File: src/rtl/inst_fetch.sv
// -----------------------------------------------------------------------------
// inst_fetch
//   Program-memory fetch stage. Reads the byte-wide program ROM one byte per
//   cycle, assembles variable-length instructions (1..4 bytes, length taken
//   from opcode[7:6]) into a 32-bit word and presents it, with the address of
//   its opcode byte, to the decoder over a valid/stall handshake. A jump
//   request flushes all in-flight state and restarts fetching at the target.
//
// Ports
//   clk_i         system clock, rising edge
//   rst_i         synchronous reset, active low
//   rom_en_o      ROM read strobe (data returns on rom_data_i next cycle)
//   rom_addr_o    ROM read address (the fetch pointer)
//   rom_data_i    ROM read data
//   stall_i       downstream cannot accept; output is held
//   jump_i        one-cycle redirect request
//   jump_addr_i   redirect target
//   inst_valid_o  inst_o / inst_pc_o / inst_len_o hold a complete instruction
//   inst_o        {opcode, byte1, byte2, byte3}, unused trailing bytes zero
//   inst_pc_o     address of the opcode byte
//   inst_len_o    instruction length minus one
// -----------------------------------------------------------------------------
module inst_fetch #(
  parameter int                ADDR_W   = 16,
  parameter logic [ADDR_W-1:0] RESET_PC = '0
) (
  input  logic              clk_i,
  input  logic              rst_i,
  output logic              rom_en_o,
  output logic [ADDR_W-1:0] rom_addr_o,
  input  logic [7:0]        rom_data_i,
  input  logic              stall_i,
  input  logic              jump_i,
  input  logic [ADDR_W-1:0] jump_addr_i,
  output logic              inst_valid_o,
  output logic [31:0]       inst_o,
  output logic [ADDR_W-1:0] inst_pc_o,
  output logic [1:0]        inst_len_o
);

  typedef enum logic [1:0] {S_ISSUE, S_OP, S_OPND, S_FULL} state_t;

  state_t            r_state;
  logic [ADDR_W-1:0] r_fptr;
  logic [ADDR_W-1:0] r_opc_pc;
  logic [1:0]        r_cnt;
  logic [1:0]        r_len;
  logic [31:0]       r_buf;
  logic              r_valid;
  logic [31:0]       r_inst;
  logic [ADDR_W-1:0] r_pc;
  logic [1:0]        r_ilen;

  logic              w_load_ok;
  logic              w_done;
  logic              w_issue;
  logic              w_load;
  logic              w_rom_en;
  logic [31:0]       w_asm;
  logic [1:0]        w_asm_len;

  // The output register can take a new word if it is empty or being consumed.
  assign w_load_ok = !r_valid || !stall_i;

  // Merge the byte returning this cycle into the assembly word and decide
  // whether the instruction is complete or another byte must be read.
  always_comb begin
    w_asm     = r_buf;
    w_asm_len = r_len;
    w_done    = 1'b0;
    w_issue   = 1'b0;
    case (r_state)
      S_ISSUE: w_issue = 1'b1;
      S_OP: begin
        // Opcode byte: clears the trailing bytes of any previous instruction.
        w_asm     = {rom_data_i, 24'h000000};
        w_asm_len = rom_data_i[7:6];
        if (rom_data_i[7:6] == 2'd0) w_done  = 1'b1;
        else                         w_issue = 1'b1;
      end
      S_OPND: begin
        case (r_cnt)
          2'd1:    w_asm[23:16] = rom_data_i;
          2'd2:    w_asm[15:8]  = rom_data_i;
          2'd3:    w_asm[7:0]   = rom_data_i;
          default: w_asm        = r_buf;
        endcase
        if (r_cnt == r_len) w_done  = 1'b1;
        else                w_issue = 1'b1;
      end
      default: ;
    endcase
  end

  // A completed (or parked) word moves to the output only when there is room;
  // the next opcode read is issued in the same cycle so fetch never bubbles.
  assign w_load   = (w_done || (r_state == S_FULL)) && w_load_ok;
  assign w_rom_en = rst_i && !jump_i && (w_issue || w_load);

  always_ff @(posedge clk_i) begin
    if (!rst_i) begin
      r_state  <= S_ISSUE;
      r_fptr   <= RESET_PC;
      r_opc_pc <= RESET_PC;
      r_cnt    <= 2'd0;
      r_len    <= 2'd0;
      r_buf    <= 32'h0;
      r_valid  <= 1'b0;
      r_inst   <= 32'h0;
      r_pc     <= '0;
      r_ilen   <= 2'd0;
    end else if (jump_i) begin
      // Redirect: drop the output, the partial word and the pending read.
      r_state <= S_ISSUE;
      r_fptr  <= jump_addr_i;
      r_cnt   <= 2'd0;
      r_buf   <= 32'h0;
      r_valid <= 1'b0;
    end else begin
      if (w_rom_en) r_fptr <= r_fptr + 1'b1;

      if (w_load) begin
        r_valid <= 1'b1;
        r_inst  <= w_asm;
        r_pc    <= r_opc_pc;
        r_ilen  <= w_asm_len;
      end else if (r_valid && !stall_i) begin
        r_valid <= 1'b0;
      end

      if (r_state == S_OP || r_state == S_OPND) begin
        r_buf <= w_asm;
        r_len <= w_asm_len;
      end

      case (r_state)
        S_ISSUE: begin
          r_opc_pc <= r_fptr;
          r_state  <= S_OP;
        end
        S_OP, S_OPND, S_FULL: begin
          if (w_load) begin
            r_opc_pc <= r_fptr;
            r_state  <= S_OP;
          end else if (w_done) begin
            r_state <= S_FULL;
          end else if (r_state == S_OP) begin
            r_cnt   <= 2'd1;
            r_state <= S_OPND;
          end else if (r_state == S_OPND) begin
            r_cnt <= r_cnt + 2'd1;
          end
        end
        default: r_state <= S_ISSUE;
      endcase
    end
  end

  assign rom_en_o     = w_rom_en;
  assign rom_addr_o   = r_fptr;
  assign inst_valid_o = r_valid;
  assign inst_o       = r_inst;
  assign inst_pc_o    = r_pc;
  assign inst_len_o   = r_ilen;

endmodule
File: config.mk
export PLATFORM = sky130hd
export DESIGN_NAME = inst_fetch
export DESIGN_NICKNAME = d
export VERILOG_FILES = /design/src/rtl/inst_fetch.sv
export SDC_FILE = /design/constraint.sdc
export NUM_CORES = 1
export LEC_CHECK = 0
export BUFFER_PORTS_ARGS = -buffer_cell sky130_fd_sc_hd__buf_2
export CORE_ASPECT_RATIO = 1.2
export CORE_UTILIZATION = 40
export CTS_BUF_LIST = sky130_fd_sc_hd__clkbuf_2
export CTS_CLUSTER_DIAMETER = 120
export DETAILED_ROUTE_END_ITERATION = 16
export SKIP_LAST_GASP = 1
export SYNTH_ARGS = -nofsm -noshare
export SYNTH_HDL_FRONTEND = slang
export SYNTH_SLANG_ARGS = --single-unit
File: constraint.sdc
create_clock -name clk_i -period 5.35 [get_ports clk_i]
set_input_delay 0.535 -clock clk_i [delete_from_list [all_inputs] [get_ports clk_i]]
set_output_delay 0.535 -clock clk_i [all_outputs]
set_load 0.01 [all_outputs]
==> results of run 1 <==
-- layout make-up --
type / instances / area share
inverters: 8 / 0.00526
multi-input cells: 351 / 0.405
clock inverters: 14 / 0.0274
clock buffers: 18 / 0.0158
flip-flops and latches: 121 / 0.424
well taps: 161 / 0.0353
repair buffers: 98 / 0.0871
-- through the flow --
| step | std cells | power, W | hold WS, ns |
|---|---|---|---|
| 3_3_place_gp | 739 | 0.00108 | 0.451 |
| 2_1_floorplan | 519 | 0.00104 | 0.440 |
| 4_1_cts | 771 | 0.00168 | 0.0941 |
| 6_report | 771 | 0.00166 | 0.159 |
| 5_1_grt | 771 | 0.00175 | 0.0844 |
| 3_5_place_dp | 739 | 0.00109 | 0.458 |
-- how the worst max path moves through the flow --
stage / endpoint / slack [ns] / cells after the start
after global placement: inst_o[15]$_SDFFE_PN0P_ / 2.18 / 9
final: inst_o[24]$_SDFFE_PN0P_ / 2.05 / 9
after CTS: inst_o[23]$_SDFFE_PN0P_ / 2.03 / 9
after detailed placement: inst_o[24]$_SDFFE_PN0P_ / 2.05 / 9
after global routing: inst_pc_o[4]$_SDFFE_PN0P_ / 1.73 / 9
after floorplan: rom_en_o / 3.11 / 8
-- cell usage in the layout, fill, tap and decap left out, types with 6 or more instances in the layout --
cell type	n
buf_2	95
mux2i_1	22
a21oi_1	21
a22oi_1	33
a21boi_0	17
clkbuf_2	18
a21oi_2	8
nand2_1	77
nor2_1	37
ha_1	8
nor2b_1	18
inv_1	8
and3_1	7
o211a_1	34
dfxtp_1	121
o21ai_0	17
nand3_1	6
xnor2_1	15
-- flip-flops by register name, indices dropped and copies added (netlist names) --
| signal | count |
|---|---|
| r_len | 2 |
| rom_addr_o | 16 |
| inst_valid_o | 1 |
| inst_pc_o | 16 |
| inst_o | 32 |
| inst_len_o | 2 |
| r_buf | 32 |
| r_cnt | 2 |
| r_opc_pc | 16 |
| r_state | 2 |
-- synth_stat cells, types with 2 or more instances --
| cell type | instances | area share |
|---|---|---|
| mux2i_1 | 22 | 0.044 |
| clkbuf_1 | 18 | 0.014 |
| inv_1 | 8 | 0.0060 |
| o21ai_1 | 4 | 0.0040 |
| nand2b_1 | 3 | 0.0038 |
| nand3_1 | 6 | 0.0060 |
| o21ai_0 | 17 | 0.017 |
| nor2b_1 | 18 | 0.023 |
| nand4_1 | 4 | 0.0050 |
| a21oi_1 | 21 | 0.021 |
| nand2_1 | 77 | 0.058 |
| a21oi_2 | 8 | 0.014 |
| and2_1 | 4 | 0.0050 |
| buf_4 | 6 | 0.0090 |
| and3_1 | 7 | 0.0088 |
| xnor2_1 | 15 | 0.026 |
| a21boi_0 | 17 | 0.026 |
| dfxtp_1 | 121 | 0.48 |
| buf_2 | 8 | 0.0080 |
| buf_6 | 4 | 0.0090 |
| xor2_1 | 2 | 0.0035 |
| ha_1 | 8 | 0.020 |
| nor2_1 | 37 | 0.028 |
| o211a_1 | 34 | 0.068 |
| a211oi_2 | 3 | 0.0075 |
| a22oi_1 | 33 | 0.050 |
-- critical path: cells and delay by family, from the launching register on --
family,cells,cell delay [ns]
simple gates,3,1.29
buf+inv,2,0.56
compound gates,3,0.46
fa+ha+maj,1,0.45
flops,1,0.42
-- power groups by stage --
stage	sequential [W]	combinational, W	clock, W
2_1_floorplan	0.000960	0.0000830	0
3_3_place_gp	0.000960	0.000125	0
3_5_place_dp	0.000961	0.000127	0
4_1_cts	0.000942	0.000127	0.000613
5_1_grt	0.000946	0.000140	0.000664
6_report	0.000942	0.000126	0.000591
-- per-layer routing --
layer  track usage  vias up
met1         0.224     1868
met2         0.312       75
li1              -     1962
met4        0.0672        0
met3        0.0518        9
met5             0        -
-- kinds of logic after synthesis --
| kind of cell | share of synthesized area |
|---|---|
| and+or+nand+nor | 0.149 |
| AOI/OAI and AO/OA | 0.220 |
| DFF | 0.485 |
| buffers and inverters | 0.0513 |
| muxes | 0.0441 |
| xor gates and xnor gates | 0.0298 |
| adders and majority gates | 0.0200 |
==> impl_metrics.env, run 1 <==
export IMPL_status="completed"
export IMPL_ys_flop_type="dfxtp_1"
export IMPL_io_pins=96
export IMPL_highest_layer="met4"
export IMPL_hold_depth=3
export IMPL_final_antenna_net_count=0
export IMPL_ys_types=40
export IMPL_cts_buffers=17
export IMPL_ff2ff_path_depth=9
export IMPL_drc=0
export IMPL_cts_tree="done"
export IMPL_cts_repair_resized=0
export IMPL_cts_root_buf="clkbuf_2"
export IMPL_avgRoutedWirePerCell_um=14.9
export IMPL_grt_pass1_vias=3857
export IMPL_fp_dieArea_um2=12900
export IMPL_start_util=0.412
export IMPL_grt_remaining_overflow=0
export IMPL_synth_edf_count=0
export IMPL_hold_end="rom_addr_o[9]$_SDFFE_PN0P_"
export IMPL_finalSetupViolCount=0
export IMPL_max_stage_delay_ns=0.84
export IMPL_leakage_nw=2.68
export IMPL_path_cells="inv_1 -> ha_1 -> nor4bb_4 -> o21ai_2 -> o31a_4 -> nor2_4 -> buf_4 -> nand2_1 -> o211a_1"
export IMPL_clock_skew_ns=0.0174
export IMPL_wl_met2_um=5690
export IMPL_totalNegativeSetupSlack_ns=0
export IMPL_htree_levels=4
export IMPL_cts_clk_slew_worst_paths_ns=0.17
export IMPL_drt_initial_drc_count=139
export IMPL_min_period_ns=3.30
export IMPL_syn_inst=519
export IMPL_grt_usage=0.185
export IMPL_dp_final_hpwl_um=7800
export IMPL_drt_pre_antenna_iters=4
export IMPL_ys_ff_latch=121
export IMPL_avgSynthCellArea_um2=9.62
export IMPL_power_density_nw_per_um2=290
export IMPL_clockPowerShare=0.356
export IMPL_cp_arrival_ns=3.85
export IMPL_rows=44
export IMPL_r2r_end="inst_o[24]$_SDFFE_PN0P_"
export IMPL_area_growth_pct=14.4
export IMPL_regArea_um2=2420
export IMPL_synth_area_um2=4990
export IMPL_syn_nets=555
export IMPL_pwr_share_seq=0.568
export IMPL_reg2reg_setup_slack_ns=2.05
export IMPL_max_slew_worst_pin_slew_ns=1.06
export IMPL_slowest_stage="nor2_4"
export IMPL_synthArstFlopShare=0
export IMPL_max_freq_mhz=303
export IMPL_io_buffers=95
export IMPL_place_ws_ns=2.05
export IMPL_fin_util=0.472
export IMPL_vias=3914
export IMPL_yosysWarnings=0
export IMPL_internal_power_w=0.00123
export IMPL_hold_start="jump_addr_i[9]"
export IMPL_required_ns=5.90
export IMPL_totalWireLength_um=11500
export IMPL_grt_max_degree=86
export IMPL_diodes=0
export IMPL_cts_sinks=121
export IMPL_maxCapViolations=0
export IMPL_fp_dieW_um=104
export IMPL_worstHoldPathType="input pin to flop"
export IMPL_wl_met3_um=386
export IMPL_power_switching_w=0.000432
export IMPL_cp_max_fo=51
export IMPL_switching_share=0.260
export IMPL_setup_ws_ns=2.05
export IMPL_hold_buffers=0
export IMPL_end_kind="flop"
export IMPL_nets=633
export IMPL_post_cts_buffers=0
export IMPL_slew_headroom=0.291
export IMPL_seq_area_frac_synth=0.485
export IMPL_clock_latency_ns=0.64
export IMPL_viasPerCell=5.08
export IMPL_grt_antenna_before_repair=0
export IMPL_wl_met1_um=5250
export IMPL_drive_above_1_share=0.238
export IMPL_placed_cell_area_um2=5470
export IMPL_clockBufferDepth=2
export IMPL_period_share=0.617
export IMPL_multi_input_area_um2=2320
export IMPL_fillers=1235
export IMPL_core_um2=12100
export IMPL_crit_type="flop to flop"
export IMPL_rsz0062_at_grt="false"
export IMPL_vdd_drop_max_v=0.000172
export IMPL_setup_worst_path_start="r_state[1]$_SDFFE_PN0P_"
export IMPL_place_gp_congestion=0.779
export IMPL_r2r_start="r_state[1]$_SDFFE_PN0P_"
export IMPL_maxSlewViolCount=0
export IMPL_hold_viol=0
export IMPL_fin_area_um2=5710
export IMPL_grt_pass1_wl_um=19000
export IMPL_comb_power_share=0.076
export IMPL_cp_start_kind="flop"
export IMPL_die_h_um=124
Note: power is estimated with default switching activity, not from simulation.
==> inputs of run 2 (changes only) <==
==> constraint.sdc (replaced) <==
create_clock -name clk_i -period 3.3 [get_ports clk_i]
set_input_delay 0.33 -clock clk_i [delete_from_list [all_inputs] [get_ports clk_i]]
set_output_delay 0.33 -clock clk_i [all_outputs]
set_load 0.01 [all_outputs]
==> impl_metrics.env, run 2 (synthesized netlist as in run 1, its figures left out) <==
export IMPL_status="completed"
export IMPL_area_growth_pct=20.5
export IMPL_fin_util=0.497
export IMPL_cpLargestDelayFamily="compound AO/OA/AOI/OAI gates"
export IMPL_totalNegativeSetupSlack_ns=0
export IMPL_final_antenna_net_count=0
export IMPL_max_freq_mhz=328
export IMPL_start_util=0.412
export IMPL_cts_root_buf="clkbuf_2"
export IMPL_crit_buf_inv=2
export IMPL_htree_levels=4
export IMPL_instances_no_fill=798
export IMPL_drive_above_1_share=0.235
export IMPL_die_h_um=124
export IMPL_cp_start_kind="flop"
export IMPL_max_slew_worst_pin_slew_ns=0.718
export IMPL_vdd_drop_max_v=0.000295
export IMPL_grt_pass1_wl_um=19300
export IMPL_grt_usage=0.188
export IMPL_setup_ws_ns=0.251
export IMPL_cp_max_fo=21
export IMPL_fp_dieW_um=104
export IMPL_fillers=1196
export IMPL_slew_headroom=0.520
export IMPL_avgRoutedWirePerCell_um=14.9
export IMPL_clockBufferDepth=2
export IMPL_grt_max_degree=59
export IMPL_totalWireLength_um=11900
export IMPL_slowest_stage="dfxtp_1"
export IMPL_cp_arrival_ns=2.72
export IMPL_power_w=0.00285
export IMPL_path_cells="inv_1 -> ha_2 -> nor4bb_4 -> o21ai_2 -> o31a_4 -> a21oi_1 -> buf_2"
export IMPL_final_cell_mix="121 x dfxtp_1, 95 x buf_2, 77 x nand2_1, 37 x nor2_1, 34 x o211a_1"
export IMPL_met1_usage=0.219
export IMPL_use_met2=0.333
export IMPL_power_density_nw_per_um2=474
export IMPL_grt_pass1_vias=3983
export IMPL_rsz0062_at_grt="false"
export IMPL_grt_busiest_layer="met2"
export IMPL_drt_initial_drc_count=207
export IMPL_period_share=0.924
export IMPL_end_kind="output port"
export IMPL_max_stage_delay_ns=0.43
export IMPL_dp_final_hpwl_um=7930
export IMPL_clock_skew_ns=0.0223
export IMPL_cts_sinks=121
export IMPL_io_buffers=95
export IMPL_maxCapViolations=0
export IMPL_required_ns=2.97
export IMPL_maxSlewViolCount=0
export IMPL_final_common_cell="dfxtp_1"
export IMPL_vias=4060
export IMPL_io_pins=96
export IMPL_dp_cells=742
export IMPL_fp_dieArea_um2=12900
export IMPL_place_ws_ns=0.591
export IMPL_viasPerCell=5.09
export IMPL_cts_buffers=17
export IMPL_core_um2=12100
export IMPL_finalSetupViolCount=0
export IMPL_drt_pre_antenna_iters=6
export IMPL_hold_viol=0
export IMPL_cts_tree="done"
export IMPL_grt_remaining_overflow=0
export IMPL_leakage_nw=2.80
export IMPL_clock_latency_ns=0.68
export IMPL_use_met3=0.0471
export IMPL_worstHoldPathType="input pin to flop"
export IMPL_min_period_ns=3.05
export IMPL_crit_type="flop to output port"
export IMPL_drc=0
export IMPL_nets=660
export IMPL_rows=44
export IMPL_grt_antenna_before_repair=0
export IMPL_post_cts_buffers=0
export IMPL_diodes=0
export IMPL_cts_clk_slew_worst_paths_ns=0.19
export IMPL_place_gp_congestion=0.782
-- run 2: cell count changes in the layout (fill, tap and decap cells not counted), sizes merged --
cell / change
buf: +3
bufinv: +1
clkbuf: -1
clkinv: -3
dlygate4sd3: +24
inv: +3
-- run 2: through the flow --
| stage | cell area [um2] | hold WS, ns |
|---|---|---|
| final | 6020 | 0.0876 |
| after global routing | 6020 | 0.0146 |
| after CTS | 6010 | 0.0422 |
| after detailed placement | 5490 | 0.453 |
| after global placement | 5490 | 0.451 |
| after floorplan | 4990 | 0.440 |
-- run 2: layout make-up --
type,count,area [um2],share of cell area
Clock inverter,15,199,0.0331
Sequential cell,121,2420,0.403
Multi-Input combinational cell,351,2320,0.385
Tap cell,161,201,0.0335
Inverter,8,30.0,0.00499
Clock buffer,17,85.1,0.0141
Timing Repair Buffer,125,761,0.126
-- run 2: worst paths after layout --
kind / to / cells past startpoint / slack [ns] / startpoint
worst max-delay path: rom_en_o / 7 / 0.25 / r_state[1]$_SDFFE_PN0P_
worst min register to register: inst_pc_o[14]$_SDFFE_PN0P_ / 2 / 0.46 / r_opc_pc[14]$_SDFFE_PN0P_
worst max register to register: r_opc_pc[4]$_SDFFE_PN0P_ / 8 / 0.63 / r_state[1]$_SDFFE_PN0P_
worst min-delay path: r_len[0]$_SDFFE_PN0P_ / 3 / 0.09 / rom_data_i[6]
-- run 2: power by group --
part	leakage, nW	switching, W	total (W)	internal (W)
logic	1.66	0.000130	0.000231	0.000101
clock network	0.156	0.000592	0.00109	0.000500
registers	0.981	0.0000325	0.00153	0.00149
total	2.80	0.000755	0.00285	0.00210
-- run 2: timing repair --
action,CTS,global route
resized for setup,0,1
hold endpoints to repair,28,0
endpoints found under the setup margin,0,1
hold buffers,24,0
-- run 2: worst reg2reg max path, stage by stage, from the launching register on --
cell,delay (ns)
dfxtp_1,0.43
inv_1,0.09
ha_2,0.43
nor4bb_4,0.32
o21ai_2,0.10
o31a_4,0.22
a21oi_4,0.64
mux2i_1,0.28
nor2b_1,0.06
-- run 2: routing by layer --
metal | routed length [um] | vias up | part of all wire
li1 | - | 2017 | -
met1 | 5310 | 1948 | 0.45
met2 | 5990 | 85 | 0.51
met3 | 415 | 10 | 0.035
met4 | 137 | 0 | 0.012
met5 | 0 | - | 0
==> inputs of run 3 (changes only) <==
--- a/config.mk
+++ b/config.mk
@@ -5,10 +5,11 @@
 export SDC_FILE = /design/constraint.sdc
 export NUM_CORES = 1
 export LEC_CHECK = 0
+export ABC_AREA = 1
 export BUFFER_PORTS_ARGS = -buffer_cell sky130_fd_sc_hd__buf_2
 export CORE_ASPECT_RATIO = 1.2
 export CORE_UTILIZATION = 40
-export CTS_BUF_LIST = sky130_fd_sc_hd__clkbuf_2
+export CTS_BUF_LIST = sky130_fd_sc_hd__clkbuf_16
 export CTS_CLUSTER_DIAMETER = 120
 export DETAILED_ROUTE_END_ITERATION = 16
 export SKIP_LAST_GASP = 1
==> impl_metrics.env, run 3 <==
export IMPL_status="completed"
export IMPL_io_pins=96
export IMPL_drt_pre_antenna_iters=5
export IMPL_grt_usage=0.197
export IMPL_fin_area_um2=6320
export IMPL_internal_power_w=0.00287
export IMPL_instances_no_fill=928
export IMPL_clockPowerShare=0.515
export IMPL_yosysMostFrequentCell="dfxtp_1"
export IMPL_required_ns=2.97
export IMPL_totalWireLength_um=12800
export IMPL_leakage_nw=2.79
export IMPL_period_share=0.853
export IMPL_core_um2=12600
export IMPL_fp_dieW_um=106
export IMPL_rows=45
export IMPL_hold_buffers=0
export IMPL_finalSetupViolCount=0
export IMPL_ys_flop_type="dfxtp_1"
export IMPL_crit_type="flop to output port"
export IMPL_final_common_cell="dfxtp_1"
export IMPL_synthArstFlopShare=0
export IMPL_ys_ff_latch=121
export IMPL_power_switching_w=0.000892
export IMPL_drc=0
export IMPL_place_gp_congestion=0.829
export IMPL_rsz0062_at_grt="false"
export IMPL_ys_top_cells_by_count="121 x dfxtp_1, 111 x nor2_1, 86 x nand2_1"
export IMPL_cts_repair_resized=0
export IMPL_seq_area_frac_synth=0.468
export IMPL_max_slew_worst_pin_slew_ns=0.768
export IMPL_placed_cell_area_um2=5700
export IMPL_dp_cells=896
export IMPL_grt_max_degree=85
export IMPL_cpLargestDelayFamily="simple AND/OR/NAND/NOR gates"
export IMPL_synth_area_um2=5180
export IMPL_ff2ff_path_depth=9
export IMPL_vias=4684
export IMPL_power_density_nw_per_um2=594
export IMPL_diodes=0
export IMPL_cts_tree="done"
export IMPL_cp_arrival_ns=2.48
export IMPL_cp_max_fo=33
export IMPL_cts_buffers=17
export IMPL_switching_share=0.237
export IMPL_path_cells="inv_1 -> ha_1 -> nand2_1 -> nand2_2 -> nand2_2 -> nand2_4 -> nand2_8 -> nand2_1 -> nand2_2 -> inv_1 -> buf_2"
export IMPL_grt_pass1_wl_um=20900
export IMPL_synthTopCellsByArea="dfxtp_1 47%, nor2_1 8.0%, o21ai_0 7.4%"
export IMPL_htree_levels=4
export IMPL_max_freq_mhz=355
export IMPL_end_kind="output port"
export IMPL_totalNegativeSetupSlack_ns=0
export IMPL_final_cell_mix="121 x dfxtp_1, 111 x nor2_1, 95 x buf_2, 86 x nand2_1, 77 x o21ai_0"
export IMPL_cpMostUsedCell="nand2_2"
export IMPL_ys_types=37
export IMPL_cts_root_buf="clkbuf_16"
export IMPL_fin_util=0.501
export IMPL_fp_dieArea_um2=13400
export IMPL_avgSynthCellArea_um2=7.71
export IMPL_syn_nets=708
export IMPL_io_buffers=95
export IMPL_viasPerCell=5.05
export IMPL_clockBufferDepth=2
export IMPL_cts_clk_slew_worst_paths_ns=0.06
export IMPL_synth_edf_count=0
export IMPL_area_growth_pct=22.1
export IMPL_clock_skew_ns=0.00890
export IMPL_min_period_ns=2.81
export IMPL_cp_depth=11
export IMPL_grt_antenna_before_repair=0
export IMPL_die_h_um=127
export IMPL_slew_headroom=0.488
export IMPL_final_antenna_net_count=0
export IMPL_start_util=0.411
export IMPL_place_ws_ns=0.938
export IMPL_maxCapViolations=0
export IMPL_avgRoutedWirePerCell_um=13.8
export IMPL_cp_start_kind="flop"
export IMPL_comb_power_share=0.074
export IMPL_slowest_stage="ha_1"
export IMPL_setup_ws_ns=0.486
export IMPL_grt_pass1_vias=4409
export IMPL_grt_remaining_overflow=0
export IMPL_hold_depth=5
export IMPL_syn_inst=672
export IMPL_cts_sinks=121
export IMPL_worstHoldPathType="input pin to flop"
export IMPL_max_stage_delay_ns=0.46
export IMPL_drt_initial_drc_count=146
export IMPL_synth_top_area_cell="dfxtp_1"
export IMPL_nets=787
export IMPL_crit_buf_inv=3
export IMPL_fillers=1254
export IMPL_clock_latency_ns=0.41
export IMPL_yosysWarnings=0
export IMPL_vdd_drop_max_v=0.000287
export IMPL_hold_viol=0
export IMPL_pwr_share_seq=0.411
export IMPL_maxSlewViolCount=0
export IMPL_dp_final_hpwl_um=8660
export IMPL_netlist_area_leader_share=0.468
export IMPL_post_cts_buffers=0
export IMPL_drive_above_1_share=0.209
==> run 3: changes by cell type after synthesis, sizes merged, moves of 22 or more <==
cell	before	now
a21oi	30	70
mux2i	22	0
a22oi	33	0
nor2	38	112
inv	8	42
o211a	34	0
o21ai	22	103
==> run 3: cells by family (layout without fill, tap and decap cells) <==
group / count (synthesis) / after routing / share of synthesized area
buf+inv: 86 / 178 / 0.0744
flops: 121 / 121 / 0.468
xor+xnor: 6 / 6 / 0.0101
compound gates: 208 / 208 / 0.227
fa+ha+maj: 8 / 8 / 0.0193
simple gates: 243 / 243 / 0.201
==> run 3: layout make-up <==
| class | count | area [um2] | area share |
|---|---|---|---|
| Timing Repair Buffer | 101 | 533 | 0.0843 |
| Inverter | 45 | 169 | 0.0267 |
| Sequential cell | 121 | 2420 | 0.383 |
| Clock buffer | 17 | 425 | 0.0673 |
| Tap cell | 164 | 205 | 0.0324 |
| Clock inverter | 15 | 199 | 0.0315 |
| Multi-Input combinational cell | 465 | 2370 | 0.375 |
==> run 3: path summary, 6_finish.rpt <==
check,start,end,slack (ns)
setup reg to reg,r_state[0]$_SDFFE_PN0P_,inst_o[12]$_SDFFE_PN0P_,0.95
setup / recovery,r_state[1]$_SDFFE_PN0P_,rom_en_o,0.49
hold reg to reg,r_opc_pc[5]$_SDFFE_PN0P_,r_opc_pc[5]$_SDFFE_PN0P_,0.48
hold / removal,jump_addr_i[13],rom_addr_o[13]$_SDFFE_PN0P_,0.24
==> run 3: power groups by stage <==
stage / combinational (W) / sequential (W) / clock (W)
2_1_floorplan: 0.000187 / 0.00158 / 0
3_3_place_gp: 0.000275 / 0.00157 / 0
3_5_place_dp: 0.000280 / 0.00158 / 0
4_1_cts: 0.000282 / 0.00154 / 0.00197
5_1_grt: 0.000317 / 0.00155 / 0.00204
6_report: 0.000279 / 0.00155 / 0.00193
==> run 3: worst reg2reg max path: cells and delay by family, from the launching register on <==
family / cells / cell delay (ns)
adder cells (fa/ha/maj): 1 / 0.46
AND/OR/NAND/NOR: 1 / 0.05
buffers and inverters: 4 / 0.99
flip-flops: 1 / 0.38
AO/OA/AOI/OAI: 3 / 0.42
==> run 3: per-stage QoR <==
step,hold slack (ns),total power (W)
after global placement,0.461,0.00185
final,0.236,0.00376
after detailed placement,0.469,0.00186
after floorplan,0.452,0.00176
after CTS,0.226,0.00379
after global routing,0.274,0.00390
==> run 3: layer usage <==
metal  routed length, um  vias up  part of all wire  track usage
li1                    -     2394                 -            -
met1                5640     2179              0.44        0.231
met2                6480       99              0.50        0.341
met3                 585       12             0.046       0.0545
met4                 128        0             0.010       0.0735
met5                   0        -                 0            0
